[src/rtl/rx_stat_counter_bank.sv]
// Multi-channel receive statistics counter bank: per-channel multi-bit increments,
// saturate or wrap on overflow, sticky overflow flags, global load and a registered clear-on-read port.
module rx_stat_counter_bank #(
    parameter int          WIDTH    = 16,
    parameter int          NCH      = 4,
    parameter int          AW       = 2,
    parameter int          INC_W    = 4,
    parameter logic [63:0] INIT     = 64'd1,
    parameter bit          SATURATE = 1'b1
) (
    input  logic                   clk,
    input  logic                   reset,
    input  logic                   load,
    input  logic [NCH-1:0]         en,
    input  logic [NCH*INC_W-1:0]   inc,
    input  logic                   rd_en,
    input  logic [AW-1:0]          rd_addr,
    input  logic                   rd_clr,
    output logic                   rd_valid,
    output logic [WIDTH-1:0]       rd_data,
    output logic                   rd_ovf,
    output logic [NCH-1:0]         ovf
);

    localparam logic [WIDTH-1:0] INIT_V = INIT[WIDTH-1:0];
    localparam logic [WIDTH-1:0] ONES   = {WIDTH{1'b1}};

    logic [WIDTH-1:0] val_q  [NCH];
    logic [WIDTH-1:0] val_d  [NCH];
    logic [WIDTH-1:0] base_s [NCH];
    logic [WIDTH:0]   sum_s  [NCH];
    logic [NCH-1:0]   ovf_q;
    logic [NCH-1:0]   ovf_d;
    logic [NCH-1:0]   clr_hit_s;

    logic             rd_valid_q;
    logic [WIDTH-1:0] rd_data_q;
    logic [WIDTH-1:0] rd_data_d;
    logic             rd_ovf_q;
    logic             rd_ovf_d;

    // Per-channel next state; a clear-on-read rebases the counter so the same-cycle increment survives.
    always_comb begin
        ovf_d     = ovf_q;
        clr_hit_s = '0;
        for (int i = 0; i < NCH; i++) begin
            clr_hit_s[i] = rd_en && rd_clr && (rd_addr == AW'(i));
            base_s[i]    = clr_hit_s[i] ? INIT_V : val_q[i];
            sum_s[i]     = {1'b0, base_s[i]}
                         + {{(WIDTH + 1 - INC_W){1'b0}}, inc[i*INC_W +: INC_W]};
            val_d[i]     = val_q[i];
            if (load) begin
                val_d[i] = INIT_V;
                ovf_d[i] = 1'b0;
            end else if (en[i] && sum_s[i][WIDTH]) begin
                val_d[i] = SATURATE ? ONES : sum_s[i][WIDTH-1:0];
                ovf_d[i] = 1'b1;
            end else if (en[i]) begin
                val_d[i] = sum_s[i][WIDTH-1:0];
                ovf_d[i] = clr_hit_s[i] ? 1'b0 : ovf_q[i];
            end else begin
                val_d[i] = base_s[i];
                ovf_d[i] = clr_hit_s[i] ? 1'b0 : ovf_q[i];
            end
        end
    end

    // Read mux on pre-update state; unmapped addresses fall through to zero.
    always_comb begin
        rd_data_d = '0;
        rd_ovf_d  = 1'b0;
        for (int i = 0; i < NCH; i++) begin
            rd_data_d = (rd_addr == AW'(i)) ? val_q[i] : rd_data_d;
            rd_ovf_d  = (rd_addr == AW'(i)) ? ovf_q[i] : rd_ovf_d;
        end
    end

    // State and read-port registers with synchronous reset.
    always_ff @(posedge clk) begin
        if (reset) begin
            for (int i = 0; i < NCH; i++) begin
                val_q[i] <= INIT_V;
            end
            ovf_q      <= '0;
            rd_valid_q <= 1'b0;
            rd_data_q  <= '0;
            rd_ovf_q   <= 1'b0;
        end else begin
            for (int i = 0; i < NCH; i++) begin
                val_q[i] <= val_d[i];
            end
            ovf_q      <= ovf_d;
            rd_valid_q <= rd_en;
            if (rd_en) begin
                rd_data_q <= rd_data_d;
                rd_ovf_q  <= rd_ovf_d;
            end else begin
                rd_data_q <= rd_data_q;
                rd_ovf_q  <= rd_ovf_q;
            end
        end
    end

    assign rd_valid = rd_valid_q;
    assign rd_data  = rd_data_q;
    assign rd_ovf   = rd_ovf_q;
    assign ovf      = ovf_q;

endmodule

[config.mk]
export PLATFORM = sky130hd
export DESIGN_NAME = rx_stat_counter_bank
export DESIGN_NICKNAME = d
export VERILOG_FILES = /design/src/rtl/rx_stat_counter_bank.sv
export SDC_FILE = /design/constraint.sdc
export NUM_CORES = 1
export LEC_CHECK = 0
export BUFFER_PORTS_ARGS = -buffer_cell sky130_fd_sc_hd__buf_2
export CORE_MARGIN = 4
export CORE_UTILIZATION = 25
export CTS_CLUSTER_SIZE = 28
export DETAILED_ROUTE_END_ITERATION = 6
export PLACE_DENSITY = 0.49
export RECOVER_POWER = 25
export SYNTH_ARGS = -nofsm -noshare
export SYNTH_HDL_FRONTEND = slang
export SYNTH_SLANG_ARGS = --single-unit
[constraint.sdc]
create_clock -name clk -period 4.33 [get_ports clk]
set_clock_uncertainty 0.2 [all_clocks]
set_input_delay 0.2165 -clock clk [delete_from_list [all_inputs] [get_ports clk]]
set_output_delay 0.2165 -clock clk [all_outputs]
set_load 0.005 [all_outputs]
Yosys cells after proc, flatten, opt, wreduce, memory -nomap -nowiden
Memories as Yosys holds them, arrays and structs flattened.
Cells that the tools add are included.
{ "word_totals": {"regBits": 22, "memories": 1, "ramBits": 64, "word_cells": 73} }
{ "memory_table": {"columns": ["name", "words", "word_bits", "rd", "rd_ports_with_merged_regs", "write_ports", "line", "rtl"], "rows": [
  ["val_q", 4, 16, 4, 0, 4, "28", "logic [WIDTH-1:0] val_q [NCH];"]
]} }
{ "classes": {"n_mux": 39, "bitwise_logic": 4, "n_addsub": 4, "reduce_logical": 15, "n_eq_ne": 3} }
{ "ops": {"columns": ["cell", "count"], "rows": [
  ["two-way mux 16 bit", 24],
  ["adder 16 x 4 -> 17 bit", 4],
  ["two-way mux 1 bit", 15],
  ["logical AND 1 bit", 9],
  ["nonzero test 2 bit", 4],
  ["== test 2 bit (second input constant)", 2],
  ["OR 1 bit", 4],
  ["== test 2 x 1 -> 1 bit (second input constant)", 1],
  ["zero test 2 bit", 1],
  ["OR reduction 2 bit", 1]
]} }

Depth between registers and ports, before layout
{ "logic_depth": {"depth_word": 8, "mapped_depth": 11, "mapped_depth_nobuf": 8} }

Worst setup path after synthesis
Ideal clock, no wire load.
{ "synth_timing": {"path_kind": "in2reg", "start": "in rd_en", "end": "mem val_q[0][13]", "required_ps": 3991, "path_stages": 10, "path_slack_ps": 1595, "path_buffers": 3, "t_arrival_ps": 2396, "setup_ps": 139, "path_cell_list": "clkbuf_1 > nand4bb_1 > clkbuf_1 > and2_1 > fa_1 > a211o_1 > and3_1 > buf_2 > nand4_1 > o211ai_1"} }
{ "synth_rtl": {"columns": ["element", "line", "rtl"], "rows": [
  ["from (decl)", "16", "input logic rd_en,"],
  ["to (decl)", "28", null]
]} }

==> results.json <==
{
  "outcome": "complete, no violations",
  "start_util_pct": 25.5,
  "max_slew_margin_pct": 29.7,
  "synthMuxAreaShare_pct": 12.0,
  "path_cells": "buf_2 -> nand4bb_1 -> buf_4 -> and2_1 -> ha_1 -> a211o_1 -> and3_1 -> nand4_1 -> o211ai_1",
  "cts_setup_buffers": 0,
  "slowest_delay_ns": 0.60,
  "die_w_um": 152,
  "reg2reg_depth": 7,
  "slowest_stage": "nand4bb_1",
  "p_sw_w": 0.000477,
  "fin_crit_ns": 3.35,
  "post_dp_cell_area_um2": 5650,
  "power.density_nw_per_um2": 306,
  "grt_overflow": 0,
  "multiInputGateArea_um2": 3280,
  "hold_depth": 3,
  "synth_top_family_by_area": "simple AND/OR/NAND/NOR gates",
  "root_buffer": "clkbuf_16",
  "synth_edf_count": 0,
  "r2r_end": "val_q[0][7]$_SDFF_PP0_",
  "antennaDiodeCount": 0,
  "critical_path.top_delay_family": "simple AND/OR/NAND/NOR gates",
  "cts-buffers-inserted": 9,
  "grt_max_degree": 48,
  "async_flop_share_pct": 0,
  "hold_path_class": "in -> reg",
  "rsz0062_at_grt": "false",
  "seq_area_um2": 1720,
  "path_class": "in -> reg",
  "areaGrowthSynthToFinish_pct": 14.5,
  "dp_hpwl_um": 12300,
  "wire_per_inst_um": 18.9,
  "critical_path.endpoint_type": "flip-flop",
  "drv_cap": 0,
  "design_area_um2": 5960,
  "row_count": 52,
  "htreeDepth": 3,
  "synth_adder_area_share_pct": 5.39,
  "detail-route-antenna-nets": 0,
  "cp.arrival_ns": 3.42,
  "first_global_vias": 4614,
  "io_buffers": 48,
  "fin_setup_tns_ns": 0,
  "path_max_fanout": 15,
  "tightest_slew_ns": 1.05,
  "tritoncts": "yes",
  "fin_nets": 649,
  "drt_iter0_markers": 406,
  "clock_sinks": 86,
  "routed_wl_um": 16600,
  "irDropWorstVdd_uv": 185,
  "r2r_slack_ns": 1.50,
  "grt_antenna_before_repair": 0,
  "holdWs_ns": 0.0197,
  "min-delay-start": "en[1]",
  "clk_latency_ns": 0.35,
  "nFillCells": 2130,
  "drive_above_1_share_pct": 14.8,
  "leakage_nw": 2.18,
  "crit_buf_inv": 2,
  "post-route-util_pct": 29.3,
  "grt.total_usage_pct": 14.0,
  "setup_viol": 0,
  "die_h_um": 152,
  "cp.depth": 9,
  "period_share_pct": 77.4,
  "cp-start-kind": "input pin",
  "hold_end": "val_q[1][4]$_SDFF_PP0_",
  "fmax_ghz": 0.298,
  "netlist-cell-type-count": 57,
  "crit_required_ns": 4.40,
  "synth_area_um2": 5200,
  "power_w": 0.00182,
  "syn_inst": 576,
  "regToRegStartpoint": "val_q[0][0]$_SDFF_PP1_",
  "seqPwrFrac_pct": 44.5,
  "drv_slew": 0,
  "post_cts_resized": 0,
  "yosys.area_share.simple_pct": 24.6,
  "clk_pin_slew_worst_paths_ns": 0.06,
  "intPower_w": 0.00135,
  "hold_viol_final": 0,
  "yosys_warnings": 0,
  "switching_share_pct": 26.2,
  "grt_pass1_wl_um": 26300,
  "synth_compound_gate_area_share_pct": 19.1,
  "ios": 49,
  "synth-seq-cells": 86,
  "routed_via_density": 5.59,
  "drt_pass1_iterations": 5,
  "p_comb_share_pct": 11.1,
  "seq_area_frac_synth_pct": 33.1,
  "syn-num-nets": 623,
  "coreArea_um2": 20400,
  "ys.flop_type": "dfxtp_1",
  "gp_congestion": 0.820,
  "ctsLongestPathBuffers": 2,
  "p_clk_share_pct": 44.4,
  "avgSynthCellArea_um2": 9.03,
  "synth_xor_area_share_pct": 1.85,
  "num_vias": 4900,
  "die_area_um2": 23200,
  "drcViolationCount": 0
}
==> per-stage QoR <==
step	setup slack, ns	std cells
after floorplan	1.60	576
after global placement	0.813	860
after detailed placement	0.687	860
after CTS	1.06	877
after global routing	0.721	877
final	0.977	877
==> layout by cell type (no fill, tap or decap), types with 6 or more instances in the layout <==
master,count
buf_4,7
a211o_1,6
and2_1,23
a21oi_1,24
nand4_1,20
and4_1,11
a31oi_1,21
dfxtp_1,86
nand2b_1,6
o211ai_1,13
mux4_2,17
inv_1,7
mux2i_1,24
a211oi_1,12
o21ai_0,9
a31o_2,10
nor2_1,27
buf_2,35
clkbuf_1,13
ha_1,16
nand2_1,33
and3_1,13
xnor2_1,9
clkbuf_16,9
nor3_1,20
nand3_1,45
a21o_1,8
==> worst max-delay path by stage <==
stage,start,end,slack (ns)
CTS,rd_addr[0],val_q[0][7]$_SDFF_PP0_,1.06
floorplan,rd_en,val_q[0][13]$_SDFF_PP0_,1.60
global route,rd_addr[0],val_q[0][13]$_SDFF_PP0_,0.72
finish,rd_addr[0],val_q[0][7]$_SDFF_PP0_,0.98
global placement,rd_addr[0],val_q[0][7]$_SDFF_PP0_,0.81
detailed placement,rd_addr[0],val_q[0][7]$_SDFF_PP0_,0.69
==> timing repair <==
| action | CTS | global route |
|---|---|---|
| endpoints found under the setup margin | 0 | 0 |
| hold endpoints to repair | 1 | 0 |
| hold buffers | 1 | 0 |
==> synthesized netlist by cell type (all sizes together) (16+ instances only) <==
master  number  area share (%)
nor3        20             1.9
nand4       21             2.8
nand3       45             4.3
a21oi       24             2.3
mux4        17             7.4
ha          16             3.8
nor2        28             2.0
mux2i       24             4.6
a31oi       21             2.5
clkbuf      26             1.9
nand2       33             2.4
dfxtp       86              33
and2        23             2.8
==> cells by family (layout without fill, tap and decap cells) <==
family	Yosys count	after routing
AND/OR/NAND/NOR	229	229
AO/OA/AOI/OAI	141	141
flip-flops	86	86
buffers and inverters	48	79
multiplexers	41	41
adder cells (fa/ha/maj)	20	20
XOR/XNOR	11	11
==> worst register-to-register path: stages (launching register included) <==
cell	delay (ns)
dfxtp_1	0.33
nand2b_1	0.17
ha_1	0.25
fa_1	0.42
a211o_1	0.35
and3_1	0.35
nand4_1	0.45
o211ai_1	0.16
==> power groups by stage <==
stage / Sequential [W] / Combinational [W] / Clock, W
5_1_grt: 0.000811 / 0.000224 / 0.000857
3_3_place_gp: 0.000829 / 0.000195 / 0
4_1_cts: 0.000811 / 0.000203 / 0.000826
3_5_place_dp: 0.000829 / 0.000201 / 0
6_report: 0.000811 / 0.000203 / 0.000810
2_1_floorplan: 0.000823 / 0.000146 / 0
==> area by class of cell <==
class | count | share of cell area [%]
clock buffer | 10 | 4.01
sequential | 86 | 28.9
timing repair buffer | 56 | 4.81
tap | 270 | 5.67
multi-input combinational | 442 | 55.0
inverter | 7 | 0.441
clock inverter | 6 | 1.18
==> registers in the layout (all words and copies together), names as in the netlist <==
name and cells:
rd_ovf 1, ovf 4, rd_valid 1, rd_data 16
val_q 64
==> metal layers <==
| layer | wire length, µm | track usage (%) | vias to the layer above |
|---|---|---|---|
| li1 | - | - | 2283 |
| met1 | 7640 | 19.5 | 2397 |
| met2 | 7620 | 22.0 | 197 |
| met3 | 1070 | 3.07 | 23 |
| met4 | 263 | 3.72 | 0 |
| met5 | 0 | 0 | - |
(Power assumes the default switching activity.)
